==> src/rtl/mem_port_arbiter_pkg.sv <==
// Shared types and constants for the memory data-port arbiter.
// Holds the arbiter state encoding, read-owner encoding and the word-size code.
package mem_port_arbiter_pkg;

  typedef enum logic [1:0] {
    IDLE  = 2'd0,
    BURST = 2'd1,
    DRAIN = 2'd2
  } arb_state_t;

  typedef enum logic {
    OWNER_CPU = 1'b0,
    OWNER_DMA = 1'b1
  } owner_t;

  localparam logic [1:0] MEM_SIZE_WORD = 2'b10;
  localparam int         DMA_LEN_W     = 8;
  localparam int         DATA_W        = 32;

endpackage

==> src/rtl/mem_port_arbiter_if.sv <==
// Bundle of the CPU, DMA and memory data-port signals around the arbiter.
// The slave modport is the arbiter's view; master is the surrounding system.
interface mem_port_arbiter_if #(
  parameter int AW = 32
) ();

  logic          cpu_req;
  logic          cpu_we;
  logic [AW-1:0] cpu_addr;
  logic [31:0]   cpu_wdata;
  logic [1:0]    cpu_size;
  logic          cpu_sign;
  logic          cpu_stall;
  logic          cpu_rvalid;
  logic [31:0]   cpu_rdata;

  logic          dma_start;
  logic          dma_we;
  logic [AW-1:0] dma_base;
  logic [7:0]    dma_len;
  logic [31:0]   dma_wdata;
  logic          dma_wready;
  logic          dma_rvalid;
  logic [31:0]   dma_rdata;
  logic          dma_busy;
  logic          dma_done;

  logic          mem_read2;
  logic          mem_write2;
  logic [AW-1:0] mem_addr2;
  logic [1:0]    mem_size;
  logic          mem_sign;
  logic [31:0]   mem_din2;
  logic [31:0]   mem_dout2;

  modport slave (
    input  cpu_req, cpu_we, cpu_addr, cpu_wdata, cpu_size, cpu_sign,
    output cpu_stall, cpu_rvalid, cpu_rdata,
    input  dma_start, dma_we, dma_base, dma_len, dma_wdata,
    output dma_wready, dma_rvalid, dma_rdata, dma_busy, dma_done,
    output mem_read2, mem_write2, mem_addr2, mem_size, mem_sign, mem_din2,
    input  mem_dout2
  );

  modport master (
    output cpu_req, cpu_we, cpu_addr, cpu_wdata, cpu_size, cpu_sign,
    input  cpu_stall, cpu_rvalid, cpu_rdata,
    output dma_start, dma_we, dma_base, dma_len, dma_wdata,
    input  dma_wready, dma_rvalid, dma_rdata, dma_busy, dma_done,
    input  mem_read2, mem_write2, mem_addr2, mem_size, mem_sign, mem_din2,
    output mem_dout2
  );

endinterface

==> src/rtl/mem_port_arbiter_starve_counter.sv <==
// Saturating count of consecutive cycles the DMA engine was denied the port.
// at_limit tells the arbiter to force the next DMA beat through.
module starve_counter #(
  parameter int LIMIT = 4
) (
  input  logic clk,
  input  logic rst,
  input  logic i_clear,
  input  logic i_inc,
  output logic o_atLimit
);

  localparam int W = (LIMIT < 1) ? 1 : $clog2(LIMIT + 1);

  logic [W-1:0] r_count;

  always_ff @(posedge clk) begin
    if (rst) begin
      r_count <= '0;
    end else if (i_clear) begin
      r_count <= '0;
    end else if (i_inc && !o_atLimit) begin
      r_count <= r_count + 1'b1;
    end
  end

  assign o_atLimit = (r_count == W'(LIMIT));

endmodule

==> src/rtl/mem_port_arbiter.sv <==
// Shares the single memory data port between the CPU MEM stage and a burst DMA engine.
// CPU has priority; a starved DMA burst gets one forced beat once the limit is reached.
module mem_port_arbiter
  import mem_port_arbiter_pkg::*;
#(
  parameter int STARVE_LIMIT = 4,
  parameter int AW           = 32
) (
  input logic               CLK,
  input logic               RST,
  mem_port_arbiter_if.slave bus
);

  arb_state_t    r_state;
  arb_state_t    w_nextState;
  logic [AW-1:0] r_addrCnt;
  logic [7:0]    r_beatCnt;
  logic          r_dmaWe;
  logic          r_zeroDone;
  logic          r_rdPend;
  owner_t        r_owner;

  logic          w_atLimit;
  logic          w_inBurst;
  logic          w_dmaGrant;
  logic          w_cpuGrant;
  logic          w_lastBeat;
  logic          w_launch;
  logic          w_zeroStart;
  logic          w_readGrant;

  assign w_inBurst   = (r_state == BURST);
  assign w_dmaGrant  = w_inBurst && (!bus.cpu_req || w_atLimit);
  assign w_cpuGrant  = bus.cpu_req && !w_dmaGrant;
  assign w_lastBeat  = w_dmaGrant && (r_beatCnt == 8'd1);
  assign w_launch    = (r_state == IDLE) && bus.dma_start && (bus.dma_len != 8'd0);
  assign w_zeroStart = (r_state == IDLE) && bus.dma_start && (bus.dma_len == 8'd0);
  assign w_readGrant = (w_cpuGrant && !bus.cpu_we) || (w_dmaGrant && !r_dmaWe);

  starve_counter #(
    .LIMIT(STARVE_LIMIT)
  ) u_starve (
    .clk      (CLK),
    .rst      (RST),
    .i_clear  (!w_inBurst || w_dmaGrant),
    .i_inc    (w_inBurst && !w_dmaGrant),
    .o_atLimit(w_atLimit)
  );

  always_ff @(posedge CLK) begin
    if (RST) begin
      r_state <= IDLE;
    end else begin
      r_state <= w_nextState;
    end
  end

  // Burst bookkeeping plus the one-deep record of who owns the read returning next cycle.
  always_ff @(posedge CLK) begin
    if (RST) begin
      r_addrCnt  <= '0;
      r_beatCnt  <= '0;
      r_dmaWe    <= 1'b0;
      r_zeroDone <= 1'b0;
      r_rdPend   <= 1'b0;
      r_owner    <= OWNER_CPU;
    end else begin
      r_zeroDone <= w_zeroStart;
      r_rdPend   <= w_readGrant;
      if (w_readGrant) begin
        r_owner <= w_dmaGrant ? OWNER_DMA : OWNER_CPU;
      end
      if (w_launch) begin
        r_addrCnt <= {bus.dma_base[AW-1:2], 2'b00};
        r_beatCnt <= bus.dma_len;
        r_dmaWe   <= bus.dma_we;
      end else if (w_dmaGrant) begin
        r_addrCnt <= r_addrCnt + AW'(4);
        r_beatCnt <= r_beatCnt - 8'd1;
      end
    end
  end

  always_comb begin
    w_nextState     = r_state;
    bus.mem_read2   = 1'b0;
    bus.mem_write2  = 1'b0;
    bus.mem_addr2   = '0;
    bus.mem_size    = 2'b00;
    bus.mem_sign    = 1'b0;
    bus.mem_din2    = '0;
    bus.dma_wready  = 1'b0;
    bus.cpu_stall   = bus.cpu_req && !w_cpuGrant;

    case (r_state)
      IDLE:    if (w_launch) w_nextState = BURST;
      BURST:   if (w_lastBeat) w_nextState = DRAIN;
      DRAIN:   w_nextState = IDLE;
      default: w_nextState = IDLE;
    endcase

    if (w_cpuGrant) begin
      bus.mem_read2  = !bus.cpu_we;
      bus.mem_write2 = bus.cpu_we;
      bus.mem_addr2  = bus.cpu_addr;
      bus.mem_size   = bus.cpu_size;
      bus.mem_sign   = bus.cpu_sign;
      bus.mem_din2   = bus.cpu_we ? bus.cpu_wdata : '0;
    end else if (w_dmaGrant) begin
      bus.mem_read2  = !r_dmaWe;
      bus.mem_write2 = r_dmaWe;
      bus.mem_addr2  = r_addrCnt;
      bus.mem_size   = MEM_SIZE_WORD;
      bus.mem_sign   = 1'b0;
      bus.mem_din2   = r_dmaWe ? bus.dma_wdata : '0;
      bus.dma_wready = r_dmaWe;
    end
  end

  assign bus.cpu_rvalid = r_rdPend && (r_owner == OWNER_CPU);
  assign bus.dma_rvalid = r_rdPend && (r_owner == OWNER_DMA);
  assign bus.cpu_rdata  = bus.cpu_rvalid ? bus.mem_dout2 : '0;
  assign bus.dma_rdata  = bus.dma_rvalid ? bus.mem_dout2 : '0;
  assign bus.dma_busy   = (r_state != IDLE);
  assign bus.dma_done   = (r_state == DRAIN) || r_zeroDone;

endmodule
==> src/flat_wrapper.sv <==
// flat-port wrapper written by rule: the top's interface ports become plain ports
module mem_port_arbiter_flat import mem_port_arbiter_pkg::*;
#(
  parameter int STARVE_LIMIT = 4,
  parameter int AW           = 32
)
  (CLK, RST, bus_cpu_req, bus_cpu_we, bus_cpu_addr, bus_cpu_wdata, bus_cpu_size, bus_cpu_sign, bus_cpu_stall, bus_cpu_rvalid, bus_cpu_rdata, bus_dma_start, bus_dma_we, bus_dma_base, bus_dma_len, bus_dma_wdata, bus_dma_wready, bus_dma_rvalid, bus_dma_rdata, bus_dma_busy, bus_dma_done, bus_mem_read2, bus_mem_write2, bus_mem_addr2, bus_mem_size, bus_mem_sign, bus_mem_din2, bus_mem_dout2);
  mem_port_arbiter_if #(.AW(AW)) bus_i ();
  input logic CLK;
  input logic RST;
  input wire logic [$bits(bus_i.cpu_req)-1:0] bus_cpu_req;
  input wire logic [$bits(bus_i.cpu_we)-1:0] bus_cpu_we;
  input wire logic [$bits(bus_i.cpu_addr)-1:0] bus_cpu_addr;
  input wire logic [$bits(bus_i.cpu_wdata)-1:0] bus_cpu_wdata;
  input wire logic [$bits(bus_i.cpu_size)-1:0] bus_cpu_size;
  input wire logic [$bits(bus_i.cpu_sign)-1:0] bus_cpu_sign;
  output wire logic [$bits(bus_i.cpu_stall)-1:0] bus_cpu_stall;
  output wire logic [$bits(bus_i.cpu_rvalid)-1:0] bus_cpu_rvalid;
  output wire logic [$bits(bus_i.cpu_rdata)-1:0] bus_cpu_rdata;
  input wire logic [$bits(bus_i.dma_start)-1:0] bus_dma_start;
  input wire logic [$bits(bus_i.dma_we)-1:0] bus_dma_we;
  input wire logic [$bits(bus_i.dma_base)-1:0] bus_dma_base;
  input wire logic [$bits(bus_i.dma_len)-1:0] bus_dma_len;
  input wire logic [$bits(bus_i.dma_wdata)-1:0] bus_dma_wdata;
  output wire logic [$bits(bus_i.dma_wready)-1:0] bus_dma_wready;
  output wire logic [$bits(bus_i.dma_rvalid)-1:0] bus_dma_rvalid;
  output wire logic [$bits(bus_i.dma_rdata)-1:0] bus_dma_rdata;
  output wire logic [$bits(bus_i.dma_busy)-1:0] bus_dma_busy;
  output wire logic [$bits(bus_i.dma_done)-1:0] bus_dma_done;
  output wire logic [$bits(bus_i.mem_read2)-1:0] bus_mem_read2;
  output wire logic [$bits(bus_i.mem_write2)-1:0] bus_mem_write2;
  output wire logic [$bits(bus_i.mem_addr2)-1:0] bus_mem_addr2;
  output wire logic [$bits(bus_i.mem_size)-1:0] bus_mem_size;
  output wire logic [$bits(bus_i.mem_sign)-1:0] bus_mem_sign;
  output wire logic [$bits(bus_i.mem_din2)-1:0] bus_mem_din2;
  input wire logic [$bits(bus_i.mem_dout2)-1:0] bus_mem_dout2;
  assign bus_i.cpu_req = bus_cpu_req;
  assign bus_i.cpu_we = bus_cpu_we;
  assign bus_i.cpu_addr = bus_cpu_addr;
  assign bus_i.cpu_wdata = bus_cpu_wdata;
  assign bus_i.cpu_size = bus_cpu_size;
  assign bus_i.cpu_sign = bus_cpu_sign;
  assign bus_cpu_stall = bus_i.cpu_stall;
  assign bus_cpu_rvalid = bus_i.cpu_rvalid;
  assign bus_cpu_rdata = bus_i.cpu_rdata;
  assign bus_i.dma_start = bus_dma_start;
  assign bus_i.dma_we = bus_dma_we;
  assign bus_i.dma_base = bus_dma_base;
  assign bus_i.dma_len = bus_dma_len;
  assign bus_i.dma_wdata = bus_dma_wdata;
  assign bus_dma_wready = bus_i.dma_wready;
  assign bus_dma_rvalid = bus_i.dma_rvalid;
  assign bus_dma_rdata = bus_i.dma_rdata;
  assign bus_dma_busy = bus_i.dma_busy;
  assign bus_dma_done = bus_i.dma_done;
  assign bus_mem_read2 = bus_i.mem_read2;
  assign bus_mem_write2 = bus_i.mem_write2;
  assign bus_mem_addr2 = bus_i.mem_addr2;
  assign bus_mem_size = bus_i.mem_size;
  assign bus_mem_sign = bus_i.mem_sign;
  assign bus_mem_din2 = bus_i.mem_din2;
  assign bus_i.mem_dout2 = bus_mem_dout2;
  mem_port_arbiter #(.STARVE_LIMIT(STARVE_LIMIT), .AW(AW)) u_core (.CLK(CLK), .RST(RST), .bus(bus_i));
endmodule
==> config.mk <==
export PLATFORM = sky130hd
export DESIGN_NAME = mem_port_arbiter_flat
export DESIGN_NICKNAME = d
export VERILOG_FILES = /design/src/rtl/mem_port_arbiter_pkg.sv /design/src/rtl/mem_port_arbiter_if.sv /design/src/rtl/mem_port_arbiter_starve_counter.sv /design/src/rtl/mem_port_arbiter.sv /design/src/flat_wrapper.sv
export SDC_FILE = /design/constraint.sdc
export NUM_CORES = 1
export LEC_CHECK = 0
export CORE_AREA = 2 2 123 125
export CTS_CLUSTER_DIAMETER = 200
export DETAILED_ROUTE_END_ITERATION = 8
export DIE_AREA = 0 0 125 127
export PLACE_DENSITY = 0.68
export SLEW_MARGIN = 20
export SYNTH_ARGS = -nofsm -noshare
export SYNTH_HDL_FRONTEND = slang
export SYNTH_HIERARCHICAL = 1
export SYNTH_SLANG_ARGS = --single-unit
export TNS_END_PERCENT = 100
==> constraint.sdc <==
create_clock -name CLK -period 5.5 [get_ports CLK]
set_clock_uncertainty 0.1 [all_clocks]
set_input_delay 1.1 -clock CLK [delete_from_list [all_inputs] [get_ports CLK]]
set_output_delay 1.1 -clock CLK [all_outputs]
set_load 0.05 [all_outputs]
== Word level (Yosys, flattened, before mapping) ==
Cells that the tools add are included.

* Equality and inequality tests: 6
* Multiplexer cells: 24
* Reductions and logical operators: 32
* Bitwise operators: 1
* Add/subtract/negate cells: 3

{| class="wikitable"
|+ Operators by type and width
! kind !! count
|-
| 32-bit 2-to-1 mux || 10
|-
| 32-bit by 3-bit adder with 32-bit output, second input constant || 1
|-
| 8-bit 2-to-1 mux || 2
|-
| 1-bit logical AND || 13
|-
| 8-bit by 1-bit == test with 1-bit output, second input constant || 1
|-
| 8-bit zero test || 1
|-
| 2-bit 2-to-1 mux || 4
|-
| 8-bit nonzero test || 1
|-
| 8-bit by 1-bit subtractor with 8-bit output, second input constant || 1
|-
| 1-bit zero test || 7
|-
| 1-bit 2-to-1 mux || 7
|-
| 1-bit logical OR || 4
|-
| 2-bit case mux with 2 select lines || 1
|-
| 2-bit nonzero test || 2
|-
| 2-bit OR reduction || 2
|-
| 3-bit by 1-bit adder with 3-bit output, second input constant || 1
|-
| 3-bit == test, second input constant || 1
|-
| 2-bit by 1-bit == test with 1-bit output, second input constant || 1
|-
| 2-bit == test, second input constant || 1
|-
| 2-bit zero test || 1
|-
| 2-bit by 1-bit != test with 1-bit output, second input constant || 1
|-
| 2-bit != test, second input constant || 1
|-
| 2-bit AND reduction || 1
|-
| 1-bit NOT || 1
|}

* Input bits: 177
* Flip-flop bits (word level): 49
* Output and inout bits: 139

== Logic depth before layout (Yosys ltp) ==
* Word-level depth: 7
* Depth in mapped cells: 10

== Cells and area by module ==
The synthesis kept the hierarchy.

{| class="wikitable"
|+ By module, submodules not included
! module !! seq. area each (µm²) !! cells each !! area each (µm²) !! times used
|-
| mem_port_arbiter || 880.8 || 491 || 3628.5 || 1
|-
| starve_counter || 60.1 || 18 || 187.7 || 1
|}

== Worst setup path after synthesis ==
OpenSTA, ideal clock, no wires.

* Path type: input-to-output
* From: in bus_cpu_req
* To: out bus_mem_addr2[10]
* Stages: 5
* Data arrival time: 2.866 ns
* Buffers on the path: 2
* Path slack: 1.434 ns
* Required time: 4.300 ns
* Cell sequence: or2b_1 -> nand2_1 -> buf_2 -> clkbuf_1 -> o21ai_0

* Word-level cells in the longest chain between the ends: 6
* Elaborated cells on any way between the ends: 7

{| class="wikitable"
|+ Ends and longest elaborated chain
! what !! RTL line !! text
|-
| start: declaration || flat_wrapper.sv:11 || <nowiki>input wire logic [$bits(bus_i.cpu_req)-1:0] bus_cpu_req;</nowiki>
|-
| 1-bit zero test || mem_port_arbiter.sv:33 || <nowiki>assign w_dmaGrant = w_inBurst && (!bus.cpu_req || w_atLimit);</nowiki>
|-
| 1-bit logical OR || mem_port_arbiter.sv:33 ||
|-
| 1-bit logical AND || mem_port_arbiter.sv:33 ||
|-
| 1-bit zero test || mem_port_arbiter.sv:34 || <nowiki>assign w_cpuGrant = bus.cpu_req && !w_dmaGrant;</nowiki>
|-
| 1-bit logical AND || mem_port_arbiter.sv:34 ||
|-
| 32-bit 2-to-1 mux (*) || mem_port_arbiter.sv:102 || <nowiki>if (w_cpuGrant) begin</nowiki>
|-
| end: declaration || flat_wrapper.sv:32 || <nowiki>output wire logic [$bits(bus_i.mem_addr2)-1:0] bus_mem_addr2;</nowiki>
|}

Mark *: on every way between the ends. The rest lies on a longest branch, timed or not.

== Worst setup path after layout ==
* From: in bus_cpu_req
* To: out bus_mem_addr2[11]

The elaborated chain is that of the path after synthesis.

==> impl_metrics.json <==
{
  "final_period_minus_worst_setup_slack_ns": 4.535,
  "maxCapViolCount": 0,
  "worst_slew_margin_rel": 0.3132,
  "syn_to_final_growth_pct": 87.11,
  "grt_pass1_vias": 4885,
  "cts_inserted_buffers": 5,
  "timing.final.setup_violations": 0,
  "netlist.top_cell.by_area": "sky130_fd_sc_hd__dfxtp_1",
  "pin_count": 316,
  "clk_tree_root_cell": "sky130_fd_sc_hd__clkbuf_16",
  "synth.cells.most_frequent": "53 x sky130_fd_sc_hd__a22o_1, 47 x sky130_fd_sc_hd__dfxtp_1, 46 x sky130_fd_sc_hd__and3_1, 40 x sky130_fd_sc_hd__nand2_1, 35 x sky130_fd_sc_hd__and2_1",
  "criticalPathCategory": "in -> out",
  "netlist.area_leader.share": 0.2466,
  "area_contributors_post_synth": "sky130_fd_sc_hd__dfxtp_1 25%, sky130_fd_sc_hd__a22o_1 12%, sky130_fd_sc_hd__and3_1 7.5%",
  "maximum_number_of_pins_on_one_net_before_global_route_repair": 54,
  "startpoint_type": "input pin",
  "p_seq_frac": 0.318,
  "finish.cell_count_without_fillers": 985,
  "portBuffers": 313,
  "area_inside_the_core_boundary_mm2": 0.01442,
  "routed_via_density": 5.177,
  "grt_antenna_before_repair": 5,
  "final_layout_size_suffix_gt1_frac": 0.09536,
  "routabilityCongestion": 0.8865,
  "area_post_placement_mm2": 0.006970,
  "combinationalPowerShare": 0.419,
  "grt_first_pass_wirelength_um": 27970,
  "signal_arrival_time_at_the_worst_endpoint_ns": 3.33,
  "rsz_0062_raised_after_global_routing": "false",
  "max_freq_mhz": 220.5,
  "gr-usage-all-layers": 0.2198,
  "clockBufferDepth": 2,
  "min_path_cells": 2,
  "r2r.worst_path.cells": 8,
  "clock_insertion_delay_worst_skew_ns": 0.29,
  "synth.ff_latch_count": 47,
  "holdBufCountCts": 0,
  "maxSlewViolCount": 0,
  "chipWidth_um": 125,
  "vias": 5099,
  "timing.critical_path.required_ns": 4.30,
  "power.density_cell_area_mw_per_mm2": 174.9,
  "cts.sinks": 47,
  "fin_worst_hold_slack_ns": 0.3673,
  "fillers": 1392,
  "postCtsSetupBuffers": 0,
  "p_leak_uw": 0.002874,
  "status": "completed",
  "crit-reg2reg-capture": "u_core/r_addrCnt[27]",
  "timing.reg2reg.setup_slack_ns": 2.57,
  "synth_flop_cell": "sky130_fd_sc_hd__dfxtp_1",
  "finalInstanceArea_mm2": 0.007141,
  "power.net_switching_uw": 456.9,
  "min-delay-path-class": "reg -> reg",
  "hold_start": "u_core/r_dmaWe",
  "synthesis.instances": 509,
  "final.setup.tns_ns": 0,
  "timing.hold.worst_endpoint": "u_core/r_dmaWe",
  "path_max_fanout": 26,
  "mappedNetlistArea_mm2": 0.003816,
  "internal_power_uw": 792.3,
  "fraction_of_synthesis_flops_using_an_asynchronous_set_or_reset_pin": 0,
  "count_of_routing_violations_after_the_opening_detailed_route_iteration": 244,
  "die-area_mm2": 0.01588,
  "number_of_hold_violations_in_the_final_report": 0,
  "warning_count_from_the_yosys_run": 6,
  "synth_edf_count": 0,
  "max_slew.worst_pin.slew_ns": 1.030,
  "cts_resized": 0,
  "drt_first_pass_iters": 5,
  "avgSynthCellArea_um2": 7.497,
  "tritoncts_clock_tree": "built",
  "numPlacedInstances": 973,
  "start_util": 0.2646,
  "core.rowCount": 44,
  "synth.yosys.seq_area_share": 0.2466,
  "synthDistinctLibCells": 58,
  "post-route-drc-count": 0,
  "swShare": 0.3657,
  "place.detailed.hpwl_um": 15130,
  "critical_path.reg2reg.startpoint": "u_core/u_starve/r_count[0]",
  "synth_most_common_cell": "sky130_fd_sc_hd__a22o_1",
  "avgRoutedWirePerCell_um": 19.14,
  "power_frac_clock": 0.263,
  "grt_overflow": 0,
  "routed_wl_um": 18850,
  "die_height_um": 127,
  "drtAntennaViolNets": 0,
  "net_count_after_synthesis": 691,
  "total_number_of_h_tree_levels": 2,
  "fin_crit_sh": 0.8245,
  "clk_pin_slew_worst_paths_ns": 0.06,
  "peakVddDrop_v": 0.0001118,
  "crit_path_end_kind": "primary output",
  "finalNetCount": 978
}
==> worst max path at each step <==
stage / to / from / depth (start not counted) / slack, ns
CTS: bus_mem_addr2[7] / bus_cpu_req / 6 / 0.95
global placement: bus_mem_addr2[7] / bus_cpu_req / 6 / 0.98
global route: bus_mem_addr2[11] / bus_cpu_req / 6 / 0.85
finish: bus_mem_addr2[11] / bus_cpu_req / 6 / 0.97
floorplan: bus_mem_addr2[10] / bus_cpu_req / 5 / 1.43
detailed placement: bus_mem_addr2[11] / bus_cpu_req / 6 / 0.96
==> state kept, by name, summed over array words and instances, names as in the netlist <==
signal and flops:
u_core/u_starve/r_count 3, u_core/r_dmaWe 1, u_core/r_beatCnt 8, u_core/r_owner 1, u_core/r_addrCnt 30, u_core/r_state 2
u_core/r_zeroDone 1, u_core/r_rdPend 1
==> layout make-up <==
| type | count | area (um2) | area share |
|---|---|---|---|
| Clock buffer | 7 | 152.6 | 0.02138 |
| Inverter | 12 | 45.04 | 0.006308 |
| Clock inverter | 1 | 7.507 | 0.001051 |
| Tap cell | 184 | 230.2 | 0.03224 |
| Timing Repair Buffer | 322 | 3093 | 0.4332 |
| Sequential cell | 47 | 940.9 | 0.1318 |
| Antenna cell | 4 | 10.01 | 0.001402 |
| Multi-Input combinational cell | 408 | 2661 | 0.3727 |
==> metrics by stage <==
| stage | power [uW] | setup WS (ns) | util |
|---|---|---|---|
| 6_report | 1249 | 0.9654 | 0.4951 |
| 5_1_grt | 1300 | 0.8450 | 0.4947 |
| 4_1_cts | 1254 | 0.9475 | 0.4944 |
| 3_5_place_dp | 926.3 | 0.9564 | 0.4833 |
| 3_3_place_gp | 920.3 | 0.9761 | 0.4833 |
| 2_1_floorplan | 680.2 | 1.434 | - |
==> power by group through the flow <==
stage	clock (uW)	combinational [uW]	sequential (uW)
detailed placement	0	522	404
global route	345	554	400
global placement	0	518	402
finish	328	524	397
floorplan	0	288	392
CTS	333	525	396
==> routing by layer <==
metal	track usage	vias to the layer above	wire [um]
li1	-	2481	-
met1	0.2779	2373	7872
met2	0.3820	222	9363
met3	0.04774	21	1234
met4	0.05490	2	367
met5	0	-	14
==> cell families (layout without fill, tap and decap cells) <==
family          count (synthesis)  after routing  synth area share
compound gates                143            143            0.2725
xor+xnor                       12             12           0.02754
fa+ha+maj                       5              5           0.01639
buf+inv                        54            342           0.05901
flops                          47             47            0.2466
mux                             7              7           0.01967
other cells                     0              4                 0
simple gates                  241            241            0.3584
==> placed cells by master, fill, tap and decap left out, drive strengths merged, types with 2 or more instances in the layout <==
cell | netlist | layout
o311ai | 5 | 5
nor3 | 15 | 15
a22o | 53 | 53
or2 | 2 | 2
mux2 | 4 | 4
clkdlybuf4s50 | 0 | 271
a21o | 4 | 4
o21ai | 19 | 19
dfxtp | 47 | 47
nand3 | 19 | 19
nand4b | 2 | 2
a21oi | 22 | 22
a21boi | 2 | 2
buf | 16 | 51
and2 | 35 | 35
and4b | 2 | 2
xnor2 | 8 | 8
nand2 | 40 | 40
clkbuf | 26 | 7
nor4 | 6 | 6
nor2 | 33 | 33
xor2 | 4 | 4
inv | 12 | 12
nor2b | 3 | 3
a22oi | 3 | 3
a211oi | 11 | 11
nand4 | 15 | 15
and3 | 46 | 46
nor3b | 5 | 5
a31oi | 15 | 15
or3 | 8 | 8
a32oi | 3 | 3
or4 | 3 | 3
diode | 0 | 4
ha | 5 | 5
mux2i | 3 | 3
==> critical path: stages <==
cell	delay (ns)
sky130_fd_sc_hd__clkdlybuf4s50_1	0.58
sky130_fd_sc_hd__nor2b_4	0.23
sky130_fd_sc_hd__nor2_4	0.09
sky130_fd_sc_hd__buf_4	0.30
sky130_fd_sc_hd__a22o_1	0.21
sky130_fd_sc_hd__clkdlybuf4s50_1	0.80
(Power assumes the default switching activity.)
